==> config.mk <==
export PLATFORM = sky130hd
export DESIGN_NAME = btn_press_pulser
export DESIGN_NICKNAME = d
export VERILOG_FILES = /design/src/rtl/btn_pkg.sv /design/src/rtl/btn_press_pulser_sync2.sv /design/src/rtl/btn_press_pulser.sv
export SDC_FILE = /design/constraint.sdc
export NUM_CORES = 1
export LEC_CHECK = 0
export ABC_AREA = 0
export ABC_CLOCK_PERIOD_IN_PS = 1600
export BUFFER_PORTS_ARGS = -buffer_cell sky130_fd_sc_hd__buf_2
export CAP_MARGIN = 20
export CORE_AREA = 2 2 39 41
export CTS_BUF_LIST = sky130_fd_sc_hd__clkbuf_2 sky130_fd_sc_hd__clkbuf_4 sky130_fd_sc_hd__clkbuf_8
export DETAILED_ROUTE_END_ITERATION = 8
export DIE_AREA = 0 0 41 43
export HOLD_SLACK_MARGIN = 0.06
export PLACE_DENSITY = 0.69
export SLEW_MARGIN = 20
export SYNTH_ARGS = -nofsm -noshare
export SYNTH_HDL_FRONTEND = slang
export SYNTH_SLANG_ARGS = --single-unit
==> constraint.sdc <==
create_clock -name clk -period 1.6 [get_ports clk]
set_input_delay 0.32 -clock clk [delete_from_list [all_inputs] [get_ports clk]]
set_output_delay 0.32 -clock clk [all_outputs]
set_load 0.005 [all_outputs]
==> src/rtl/btn_pkg.sv <==
// rtl/btn_pkg.sv - shared state encoding and default sizing for the button conditioner
package btn_pkg;

    typedef enum logic [1:0] {
        IDLE       = 2'd0,
        PRESS_DB   = 2'd1,
        HELD       = 2'd2,
        RELEASE_DB = 2'd3
    } btn_state_e;

    localparam int DEF_DB_CYCLES = 4;
    localparam int DEF_CNT_W     = 8;

endpackage

==> src/rtl/btn_press_pulser_sync2.sv <==
// rtl/btn_press_pulser_sync2.sv - two-flop synchroniser, async active-low reset to 0
module sync2 (
    input  logic clk,
    input  logic rst,
    input  logic d,
    output logic q
);

    logic meta;

    always_ff @(posedge clk or negedge rst) begin
        if (!rst) begin
            meta <= 1'b0;
            q    <= 1'b0;
        end else begin
            meta <= d;
            q    <= meta;
        end
    end

endmodule

==> src/rtl/btn_press_pulser.sv <==
// rtl/btn_press_pulser.sv - synchronise/debounce a raw button into press/release pulses (long press under BTN_LONG_PRESS_EN)
module btn_press_pulser
    import btn_pkg::*;
#(
    parameter int DB_CYCLES = DEF_DB_CYCLES,
    parameter int CNT_W     = DEF_CNT_W
`ifdef BTN_LONG_PRESS_EN
    ,
    parameter int LONG_CYCLES = 16
`endif
) (
    input  logic clk,
    input  logic rst,
    input  logic btn_raw,
    output logic btn_level,
    output logic press_pulse,
    output logic release_pulse
`ifdef BTN_LONG_PRESS_EN
    ,
    output logic long_press
`endif
);

    localparam logic [CNT_W-1:0] DB_LAST = CNT_W'(DB_CYCLES - 1);

    logic             sync;
    btn_state_e       state;
    btn_state_e       state_nxt;
    logic [CNT_W-1:0] cnt;
    logic [CNT_W-1:0] cnt_nxt;
    logic             level_nxt;
    logic             press_nxt;
    logic             release_nxt;

    sync2 u_sync2 (
        .clk (clk),
        .rst (rst),
        .d   (btn_raw),
        .q   (sync)
    );

    always_ff @(posedge clk or negedge rst) begin
        if (!rst) begin
            state <= IDLE;
            cnt   <= '0;
        end else begin
            state <= state_nxt;
            cnt   <= cnt_nxt;
        end
    end

    // Counter only advances below DB_LAST, so it can never wrap.
    always_comb begin
        state_nxt = state;
        cnt_nxt   = cnt;
        case (state)
            IDLE: begin
                if (sync) begin
                    state_nxt = PRESS_DB;
                    cnt_nxt   = '0;
                end
            end
            PRESS_DB: begin
                if (!sync) begin
                    state_nxt = IDLE;
                    cnt_nxt   = '0;
                end else if (cnt == DB_LAST) begin
                    state_nxt = HELD;
                    cnt_nxt   = '0;
                end else begin
                    cnt_nxt = cnt + CNT_W'(1);
                end
            end
            HELD: begin
                if (!sync) begin
                    state_nxt = RELEASE_DB;
                    cnt_nxt   = '0;
                end
            end
            RELEASE_DB: begin
                if (sync) begin
                    state_nxt = HELD;
                    cnt_nxt   = '0;
                end else if (cnt == DB_LAST) begin
                    state_nxt = IDLE;
                    cnt_nxt   = '0;
                end else begin
                    cnt_nxt = cnt + CNT_W'(1);
                end
            end
            default: begin
                state_nxt = IDLE;
                cnt_nxt   = '0;
            end
        endcase
    end

    // Outputs are registered from the next state so they line up with the state edge.
    always_comb begin
        level_nxt   = (state_nxt == HELD) || (state_nxt == RELEASE_DB);
        press_nxt   = (state == PRESS_DB) && (state_nxt == HELD);
        release_nxt = (state == RELEASE_DB) && (state_nxt == IDLE);
    end

    always_ff @(posedge clk or negedge rst) begin
        if (!rst) begin
            btn_level     <= 1'b0;
            press_pulse   <= 1'b0;
            release_pulse <= 1'b0;
        end else begin
            btn_level     <= level_nxt;
            press_pulse   <= press_nxt;
            release_pulse <= release_nxt;
        end
    end

`ifdef BTN_LONG_PRESS_EN
    localparam logic [CNT_W-1:0] LONG_LAST = CNT_W'(LONG_CYCLES);

    logic [CNT_W-1:0] long_cnt;

    always_ff @(posedge clk or negedge rst) begin
        if (!rst) begin
            long_cnt <= '0;
        end else if ((state != HELD) && (state_nxt == HELD)) begin
            long_cnt <= '0;
        end else if ((state == HELD) && (long_cnt != '1)) begin
            long_cnt <= long_cnt + CNT_W'(1);
        end
    end

    // Sticky across a release bounce; only a return to IDLE clears it.
    always_ff @(posedge clk or negedge rst) begin
        if (!rst) begin
            long_press <= 1'b0;
        end else if (state_nxt == IDLE) begin
            long_press <= 1'b0;
        end else if (long_cnt >= LONG_LAST) begin
            long_press <= 1'b1;
        end
    end
`endif

endmodule

==> impl_metrics.csv <==
group,metric,value,unit
status,status,"complete, no violations",
logic_synthesis,synth_edf_count,0,
global_route,grt_max_degree,15,
drt,route.met3.wl,75,um
setup_path,path_max_fanout,7,
logic_synthesis,synthFlopType,"dfrtp_1",
drt,vias,531,
power_and_ir_drop,peakVddDrop,0.648,mV
power_and_ir_drop,fin_total_pwr,1020,uW
drt,ant_nets,0,
logic_synthesis,ys_ff_latch,14,
drt,vias_per_cell,5.42,
clock_tree,htreeDepth,1,
place,io_buffers,5,
cells_and_area,final_util,59.3,%
worst_hold_path,holdPathStages,1,
place,dp.cells,91,
logic_synthesis,synthMuxAreaShare,1.76,%
setup_path,critPathSlowestCell,"dfrtp_1",
drt,routed.top_layer,"met4",
floorplanning,dieWidth,41,um
place,placed_area,746,um^2
logic_synthesis,synth_area,638,um^2
logic_synthesis,async_flop_share,100,%
logic_synthesis,avgSynthCellArea,10.3,um^2
power_and_ir_drop,p_leak,0.000372,uW
clock_tree,cts_made_buffers,3,
timing,relSlewSlack,72.6,%
drt,first_iter_violations,19,
global_route,grt_pass1_wl,2090,um
logic_synthesis,yosysMostFrequentCell,"dfrtp_1",
place,gp_congestion,0.892,
clock_tree,clockBufferDepth,2,
timing,tightest_slew,0.408,ns
timing,max_freq,639,MHz
drt,wirelength,1370,um
clock_tree,root_buffer,"clkbuf_4",
cells_and_area,fillers,120,
drt,route.detailed.drc,0,
global_route,antenna_found_initial,0,
logic_synthesis,synth.top_cell.area_share,54.9,%
setup_path,ff2ff_setup_slack,0.03,ns
drt,wl_per_cell,14.0,um
floorplanning,start_util,46.1,%
timing,rsz0062_at_grt,"true",
drt,m1WireLength,621,um
setup_path,worstPathCellList,"ha_2, nor4b_4, a211o_1, or3_1, o21ai_1",
worst_hold_path,hold_path_class,"in2reg",
setup_path,regToRegStartpoint,"cnt[1]",
logic_synthesis,synth_compound_area_share,14.5,%
global_route,gr-total-overflow,0,
clock_tree,path_clk_slew,0.09,ns
setup_path,worstPathRequired,1.81,ns
cells_and_area,final-instance-count-excl-fill,98,
drt,drt-pass1-iter-count,4,
setup_path,arrival,1.78,ns
global_route,grt_pass1_vias,503,
logic_synthesis,yosys_warnings,0,
clock_tree,clk_latency,0.28,ns
logic_synthesis,syn_inst,62,
timing,fin_skew,0.00140,ns
power_and_ir_drop,p_per_area,1250,nW/um^2
cells_and_area,multi_input_area,289,um^2
setup_path,cp-start-kind,"flip-flop",
setup_path,crit_type,"reg2reg",
cells_and_area,nNetsFinal,87,
setup_path,endpoint_kind,"flip-flop",
logic_synthesis,synth_top_area_cell,"dfrtp_1",
worst_hold_path,hold_path_end,"u_sync2.meta",
setup_path,r2r.worst_path.cells,5,
timing,fin_crit_sh,97.9,%
drt,route.met2.wl,628,um
clock_tree,cts.sinks,14,
setup_path,worstReg2RegEnd,"cnt[3]",
setup_path,critPathMaxStageDelay,0.39,ns
logic_synthesis,synth-simple-area-share,21.8,%
floorplanning,rows,14,
floorplanning,design.core.area,1380,um^2
cells_and_area,fin_area,821,um^2
cells_and_area,n_antenna_cell,0,
cells_and_area,drive_above_1_share,29.3,%
floorplanning,die_h,43,um
timing,hold_viol_final,0,
logic_synthesis,synth_xor_area_share,2.75,%
clock_tree,cts_tree,"yes",
worst_hold_path,hp-start,"btn_raw",
logic_synthesis,ys_seq_area_share,54.9,%
timing,finalMaxSlewViolations,0,
global_route,gr-usage-all-layers,19.3,%
timing,setup_viol,0,
logic_synthesis,synth_area_leaders,"dfrtp_1, nand2_1, o21ai_0, a21oi_1, nand3_1",
floorplanning,io_pins,6,
logic_synthesis,syn_nets,66,
logic_synthesis,synth_cell_types,26,
cells_and_area,regArea,350,um^2
place,dp_hpwl,985,um
logic_synthesis,synthAdderAreaFrac,1.96,%
job,cap_violations,0,
floorplanning,dieArea,1760,um^2
logic_synthesis,synthTopCellsByCount,"dfrtp_1, nand2_1, o21ai_0",
cells_and_area,syn_to_final_growth,28.6,%
timing,min_period,1.57,ns
logic_synthesis,synth_top_family_by_area,"simple AND/OR/NAND/NOR gates",
[logic make-up after synthesis]
group,after synthesis
xor+xnor,2
fa+ha+maj,1
flops,14
buf+inv,4
simple gates,24
mux,1
compound gates,16
[layer usage]
metal / global-route usage [%] / vias to the layer above
met2: 27.8 / 21
met3: 4.71 / 4
li1: - / 266
met1: 22.6 / 240
met5: 0 / -
met4: 16.7 / 0
[placed cells by master, fill, tap and decap left out, types with 2 or more instances in the layout]
cell type	synthesis	routed
buf_4	0	10
nand2_1	7	7
buf_2	0	5
nand3_1	4	4
nor3b_1	2	2
o21ai_0	5	3
clkbuf_4	0	3
a31oi_1	2	2
o21ai_1	1	3
inv_1	4	4
dfrtp_1	14	14
a21oi_1	4	4
or3_1	3	3
[sequential cells by signal, summed over array words and instances (netlist names)]
register / cells
state: 1
btn_level: 1
cnt: 8
release_pulse: 1
u_sync2.q: 1
u_sync2.meta: 1
press_pulse: 1
[stage by stage]
step	worst slack [ns]	hold slack (ns)	TNS [ns]
floorplan	0.0256	0.0244	0
global placement	0.0126	0.226	0
detailed placement	-0.00988	0.232	-0.00988
CTS	-0.0305	0.125	-0.0305
global route	-0.0636	0.120	-0.154
finish	0.0340	0.136	0
[critical path: cells and delay by family, from the launching register on]
family	cells	cell delay, ns
compound gates	2	0.42
flops	1	0.39
fa+ha+maj	1	0.19
simple gates	2	0.50
[what timing repair did]
item / CTS / global route
pin swaps: 5 / 2
buffers inserted: 2 / 0
endpoints found under the hold margin: 14 / 0
setup endpoints to repair: 3 / 5
gates resized for setup: 1 / 3
hold buffers: 1 / 0
[worst max path at each step]
stage | end | start | cells past startpoint
after global placement | cnt[7] | cnt[0] | 5
after floorplan | cnt[6] | cnt[0] | 5
after detailed placement | cnt[7] | cnt[0] | 5
after global routing | cnt[3] | cnt[1] | 5
after CTS | cnt[3] | cnt[1] | 5
final | cnt[3] | cnt[1] | 5
[cell type report]
| type | count | share of cell area [%] |
|---|---|---|
| Multi-Input combinational cell | 44 | 35.2 |
| Timing Repair Buffer | 16 | 13.4 |
| Tap cell | 16 | 2.44 |
| Inverter | 4 | 1.83 |
| Clock buffer | 4 | 4.42 |
| Sequential cell | 14 | 42.7 |
[report_power, final]
group / leakage [uW] / internal (uW) / switching, uW
combinational: 0.000165 / 148 / 177
sequential: 0.000186 / 399 / 42.1
clock: 0.0000210 / 139 / 120
total: 0.000372 / 685 / 339
Note: power is estimated with default switching activity, not from simulation.
